**config.mk**
```make
export PLATFORM = sky130hd
export DESIGN_NAME = fetch_to_decode_queue
export DESIGN_NICKNAME = d
export VERILOG_FILES = /design/src/rtl/fetch_decode_pkg.sv /design/src/rtl/ftd_queue_storage.sv /design/src/rtl/fetch_to_decode_queue.sv
export SDC_FILE = /design/constraint.sdc
export NUM_CORES = 1
export LEC_CHECK = 0
export ABC_AREA = 1
export CAP_MARGIN = 15
export CORE_MARGIN = 2
export CORE_UTILIZATION = 35
export CTS_CLUSTER_DIAMETER = 150
export DETAILED_ROUTE_END_ITERATION = 10
export SKIP_CTS_REPAIR_TIMING = 1
export SKIP_LAST_GASP = 1
export SLEW_MARGIN = 15
export SYNTH_ARGS = -nofsm -noshare
export SYNTH_HDL_FRONTEND = slang
export SYNTH_SLANG_ARGS = --single-unit
```
**constraint.sdc**
```tcl
create_clock -name clk -period 7.5 [get_ports clk]
set_clock_uncertainty 0.1 [all_clocks]
set_input_delay 0.75 -clock clk [delete_from_list [all_inputs] [get_ports clk]]
set_output_delay 0.75 -clock clk [all_outputs]
set_load 0.05 [all_outputs]
```
**src/rtl/fetch_decode_pkg.sv**
```systemverilog
`default_nettype none
//==============================================================================
// fetch_decode_pkg - shared fetch-to-decode packet type and queue defaults
// Revision: 1.0
//==============================================================================
package fetch_decode_pkg;

  typedef struct packed {
    logic [63:0] pc;
    logic [31:0] instr;
  } fetch_to_decode_packet_t;

  localparam int FTD_DATA_WIDTH  = $bits(fetch_to_decode_packet_t);
  localparam int FTD_QUEUE_DEPTH = 4;

endpackage
`default_nettype wire

```
**src/rtl/ftd_queue_storage.sv**
```systemverilog
`default_nettype none
//==============================================================================
// ftd_queue_storage - DEPTH x DATA_WIDTH register array, async read port
// Revision: 1.0
//==============================================================================
module ftd_queue_storage
  import fetch_decode_pkg::*;
#(
  parameter int DATA_WIDTH = FTD_DATA_WIDTH,
  parameter int DEPTH      = FTD_QUEUE_DEPTH,
  parameter int ADDR_WIDTH = $clog2(DEPTH)
) (
  input  logic                  clk,
  input  logic                  we,
  input  logic [ADDR_WIDTH-1:0] waddr,
  input  logic [DATA_WIDTH-1:0] wdata,
  input  logic [ADDR_WIDTH-1:0] raddr,
  output logic [DATA_WIDTH-1:0] rdata
);

  logic [DATA_WIDTH-1:0] r_mem [DEPTH];

  // Contents are deliberately left unreset; validity is tracked by the owner.
  always_ff @(posedge clk) begin
    if (we) begin
      r_mem[waddr] <= wdata;
    end
  end

  assign rdata = r_mem[raddr];

endmodule
`default_nettype wire

```
**src/rtl/fetch_to_decode_queue.sv**
```systemverilog
`default_nettype none
//==============================================================================
// fetch_to_decode_queue - fetch->decode packet FIFO with flush and error flag
// Revision: 1.0
//==============================================================================
module fetch_to_decode_queue
  import fetch_decode_pkg::*;
#(
  parameter int DATA_WIDTH      = FTD_DATA_WIDTH,
  parameter int DEPTH           = FTD_QUEUE_DEPTH,
  parameter int ALMOST_FULL_LVL = DEPTH - 1
) (
  input  logic                    clk,
  input  logic                    reset_n,
  input  logic                    flush,
  input  logic                    in_valid,
  output logic                    in_ready,
  input  logic [DATA_WIDTH-1:0]   in_data,
  output logic                    out_valid,
  input  logic                    out_ready,
  output logic [DATA_WIDTH-1:0]   out_data,
  output logic [$clog2(DEPTH):0]  count,
  output logic                    almost_full,
  output logic                    protocol_err
);

  localparam int c_aw = $clog2(DEPTH);
  localparam int c_cw = c_aw + 1;
  localparam logic [c_cw-1:0] c_full = c_cw'(DEPTH);
  localparam logic [c_cw-1:0] c_af   = c_cw'(ALMOST_FULL_LVL);

  logic [c_aw-1:0]       r_wr_ptr;
  logic [c_aw-1:0]       r_rd_ptr;
  logic [c_cw-1:0]       r_count;
  logic [c_cw-1:0]       w_count_nxt;
  logic                  r_almost_full;
  logic                  r_protocol_err;
  logic                  r_stall_pend;
  logic [DATA_WIDTH-1:0] r_stall_data;
  logic [DATA_WIDTH-1:0] w_head;
  logic                  w_push;
  logic                  w_pop;
  logic                  w_stall_viol;

  assign in_ready     = (r_count != c_full);
  assign out_valid    = (r_count != '0);
  assign w_push       = in_valid && in_ready;
  assign w_pop        = out_valid && out_ready;
  assign out_data     = out_valid ? w_head : '0;
  assign count        = r_count;
  assign almost_full  = r_almost_full;
  assign protocol_err = r_protocol_err;

  // A flush discards the stalled packet, so the producer may withdraw it freely.
  assign w_stall_viol = r_stall_pend && !flush &&
                        (!in_valid || (in_data != r_stall_data));

  always_comb begin
    w_count_nxt = r_count;
    if (flush) begin
      w_count_nxt = '0;
    end else if (w_push && !w_pop) begin
      w_count_nxt = r_count + 1'b1;
    end else if (w_pop && !w_push) begin
      w_count_nxt = r_count - 1'b1;
    end
  end

  always_ff @(posedge clk or negedge reset_n) begin
    if (!reset_n) begin
      r_wr_ptr       <= '0;
      r_rd_ptr       <= '0;
      r_count        <= '0;
      r_almost_full  <= 1'b0;
      r_protocol_err <= 1'b0;
      r_stall_pend   <= 1'b0;
      r_stall_data   <= '0;
    end else begin
      r_count       <= w_count_nxt;
      r_almost_full <= (w_count_nxt >= c_af);
      r_stall_pend  <= !flush && in_valid && !in_ready;
      r_stall_data  <= in_data;
      if (w_stall_viol) begin
        r_protocol_err <= 1'b1;
      end
      if (flush) begin
        r_wr_ptr <= '0;
        r_rd_ptr <= '0;
      end else begin
        if (w_push) begin
          r_wr_ptr <= r_wr_ptr + 1'b1;
        end
        if (w_pop) begin
          r_rd_ptr <= r_rd_ptr + 1'b1;
        end
      end
    end
  end

  ftd_queue_storage #(
    .DATA_WIDTH (DATA_WIDTH),
    .DEPTH      (DEPTH),
    .ADDR_WIDTH (c_aw)
  ) u_storage (
    .clk   (clk),
    .we    (w_push && !flush),
    .waddr (r_wr_ptr),
    .wdata (in_data),
    .raddr (r_rd_ptr),
    .rdata (w_head)
  );

endmodule
`default_nettype wire

```
==> impl_metrics.tcl <==
set metrics [dict create \
    status "finished with violations" \
    violations "hold timing" \
    cts_buffer_depth 3 \
    start_util_pct 35.3 \
    first_pass_iters 5 \
    period_needed_ps 4910 \
    p_clk_share_pct 32.8 \
    die-width_um 239 \
    area.growth.synth_to_final_pct 22.9 \
    antenna_found_initial 4 \
    grtUsageTotal_pct 16.6 \
    slew_headroom_pct 28.2 \
    endpoint_kind "primary output" \
    portBuffers 203 \
    dieArea_um2 57300 \
    maxCapViolations 0 \
    switchingPower_mw 2.40 \
    final.setup.tns_ps 0 \
    h-tree-depth 2 \
    vias 12600 \
    synthesis.area_um2 19400 \
    worst_ir_drop_vdd_v 0.000227 \
    report.final.slew_viol_count 0 \
    place.gp.congestion 0.785 \
    root_buffer "clkbuf_16" \
    num_antenna_cells 0 \
    ff2ff_setup_slack_ps 4170 \
    powerDensity_nw_per_um2 308 \
    path_class "register to primary output" \
    drive_gt1_share_pct 6.19 \
    viasPerCell 4.70 \
    leakage_nw 8.85 \
    nets 1988 \
    finalSetupViolCount 0 \
    layout_common_cells "nor2_1, edfxtp_1, o21ai_0, clkdlybuf4s50_1, nand2_1" \
    path_max_fanout 119 \
    worstMarginPinSlew_ps 1070 \
    place_area_um2 22200 \
    syn_area_per_cell_um2 11.5 \
    routed_wl_um 47500 \
    fin_area_um2 23800 \
    grt_start_max_net_pins 120 \
    p_sw_share_pct 32.7 \
    intPower_mw 4.94 \
    cts.sinks 490 \
    synth-seq-cells 490 \
    fin_hold_ws_ps -8.80 \
    fin_crit_sh_pct 65.4 \
    die_h_um 239 \
    startpoint_type "register" \
    hold_class "input pin to async pin" \
    grt_pass1_vias 12300 \
    wl_per_cell_um 17.8 \
    fmax_ghz 0.204 \
    synthDistinctLibCells 24 \
    fillers 5025 \
    clock_latency_ps 590 \
    postRouteAntennaNets 0 \
    grt_pass1_wl_um 72100 \
    rows 86 \
    final_common_cell "nor2_1" \
    dp_slack_ps 3270 \
    post-dp-hpwl_um 27800 \
    hold_viol 5 \
    clk_pin_slew_ps 60 \
    drt_iter0_markers 977 \
    synthesis.nets 1789 \
    synth_warnings 0 \
    netlist_instances 1681 \
    rsz0062_at_grt "no" \
    cts_tree "done" \
    core_um2 55000 \
    critPathRequiredTime_ps 6650 \
    p_comb_share_pct 25.0 \
    crit_arrival_ps 4060 \
    ioPinCount 204 \
    numCtsBuffers 50 \
    seq_area_frac_synth_pct 73.1 \
    power.share.sequential_pct 42.2 \
    post-route-util_pct 43.4 \
    drc 0 \
    overflow 0 \
    finalWorstSetupSlack_ps 2590 \
]
-- layout make-up --
class / count / area, um^2 / area share, %
Clock buffer: 67 / 1380 / 5.77
Clock inverter: 27 / 220 / 0.924
Inverter: 123 / 469 / 1.97
Multi-Input combinational cell: 994 / 4460 / 18.7
Sequential cell: 490 / 14200 / 59.5
Tap cell: 748 / 936 / 3.93
Timing Repair Buffer: 221 / 2190 / 9.18
-- state kept, by name, summed over array words and instances, names as in the netlist --
name             cells
count                3
u_storage.r_mem    384
r_stall_pend         1
r_wr_ptr             2
r_rd_ptr             2
r_stall_data        96
almost_full          1
protocol_err         1
-- worst max-delay path: stages (launching register included) --
cell	delay, ps
dfrtp_4	600
inv_6	560
buf_4	660
o21ai_0	220
a21oi_1	330
clkdlybuf4s50_1	870
-- per-layer routing --
layer	global-route usage, %	vias to the layer above	wire (um)
met5	0	-	56
met1	23.4	6107	21900
met3	3.22	69	2670
met2	26.2	325	22000
met4	4.30	8	900
li1	-	6049	-
-- through the flow --
stage,total power [mW],instances
floorplan,4.33,1681
global placement,4.98,2575
detailed placement,5.00,2575
CTS,7.42,2669
global route,7.63,2670
finish,7.33,2670
-- path summary, 6_finish.rpt --
path	from	endpoint	cells past startpoint
max	r_rd_ptr[0]	out_data[40]	5
min	reset_n	r_stall_data[6]	1
max reg2reg	count[0]	u_storage.r_mem[1][66]	8
min reg2reg	protocol_err	protocol_err	2
max in group asynchronous	reset_n	r_rd_ptr[0]	2
min in group clk	protocol_err	protocol_err	2
-- cells by family (layout without fill, tap and decap cells) --
| group | after synthesis | in the layout | share of synthesized area [%] |
|---|---|---|---|
| AO/OA/AOI/OAI | 321 | 321 | 8.33 |
| AND/OR/NAND/NOR | 629 | 629 | 12.4 |
| adder cells (fa/ha/maj) | 7 | 7 | 0.452 |
| buffers and inverters | 197 | 438 | 4.01 |
| flip-flops | 490 | 490 | 73.1 |
| XOR/XNOR | 37 | 37 | 1.67 |
-- power by group through the flow --
| stage | Combinational (mW) | Clock (mW) | Sequential (mW) |
|---|---|---|---|
| 2_1_floorplan | 1.17 | 0 | 3.16 |
| 3_3_place_gp | 1.84 | 0 | 3.15 |
| 3_5_place_dp | 1.85 | 0 | 3.15 |
| 4_1_cts | 1.86 | 2.47 | 3.09 |
| 5_1_grt | 1.96 | 2.57 | 3.10 |
| 6_report | 1.83 | 2.41 | 3.09 |
-- cells in the mapped netlist, drive strengths merged --
| master | count | area share (%) |
|---|---|---|
| a21oi | 100 | 2.6 |
| buf | 36 | 0.90 |
| clkbuf | 38 | 0.74 |
| dfrtp | 106 | 14 |
| edfxtp | 384 | 59 |
| ha | 7 | 0.45 |
| inv | 123 | 2.4 |
| nand2 | 171 | 3.4 |
| nand3 | 8 | 0.21 |
| nand4 | 2 | 0.065 |
| nor2 | 446 | 8.7 |
| nor3 | 2 | 0.077 |
| o21ai | 217 | 5.6 |
| o22ai | 4 | 0.13 |
| xnor2 | 22 | 0.99 |
| xor2 | 15 | 0.68 |
No activity file was read; power rests on OpenSTA's default activity.
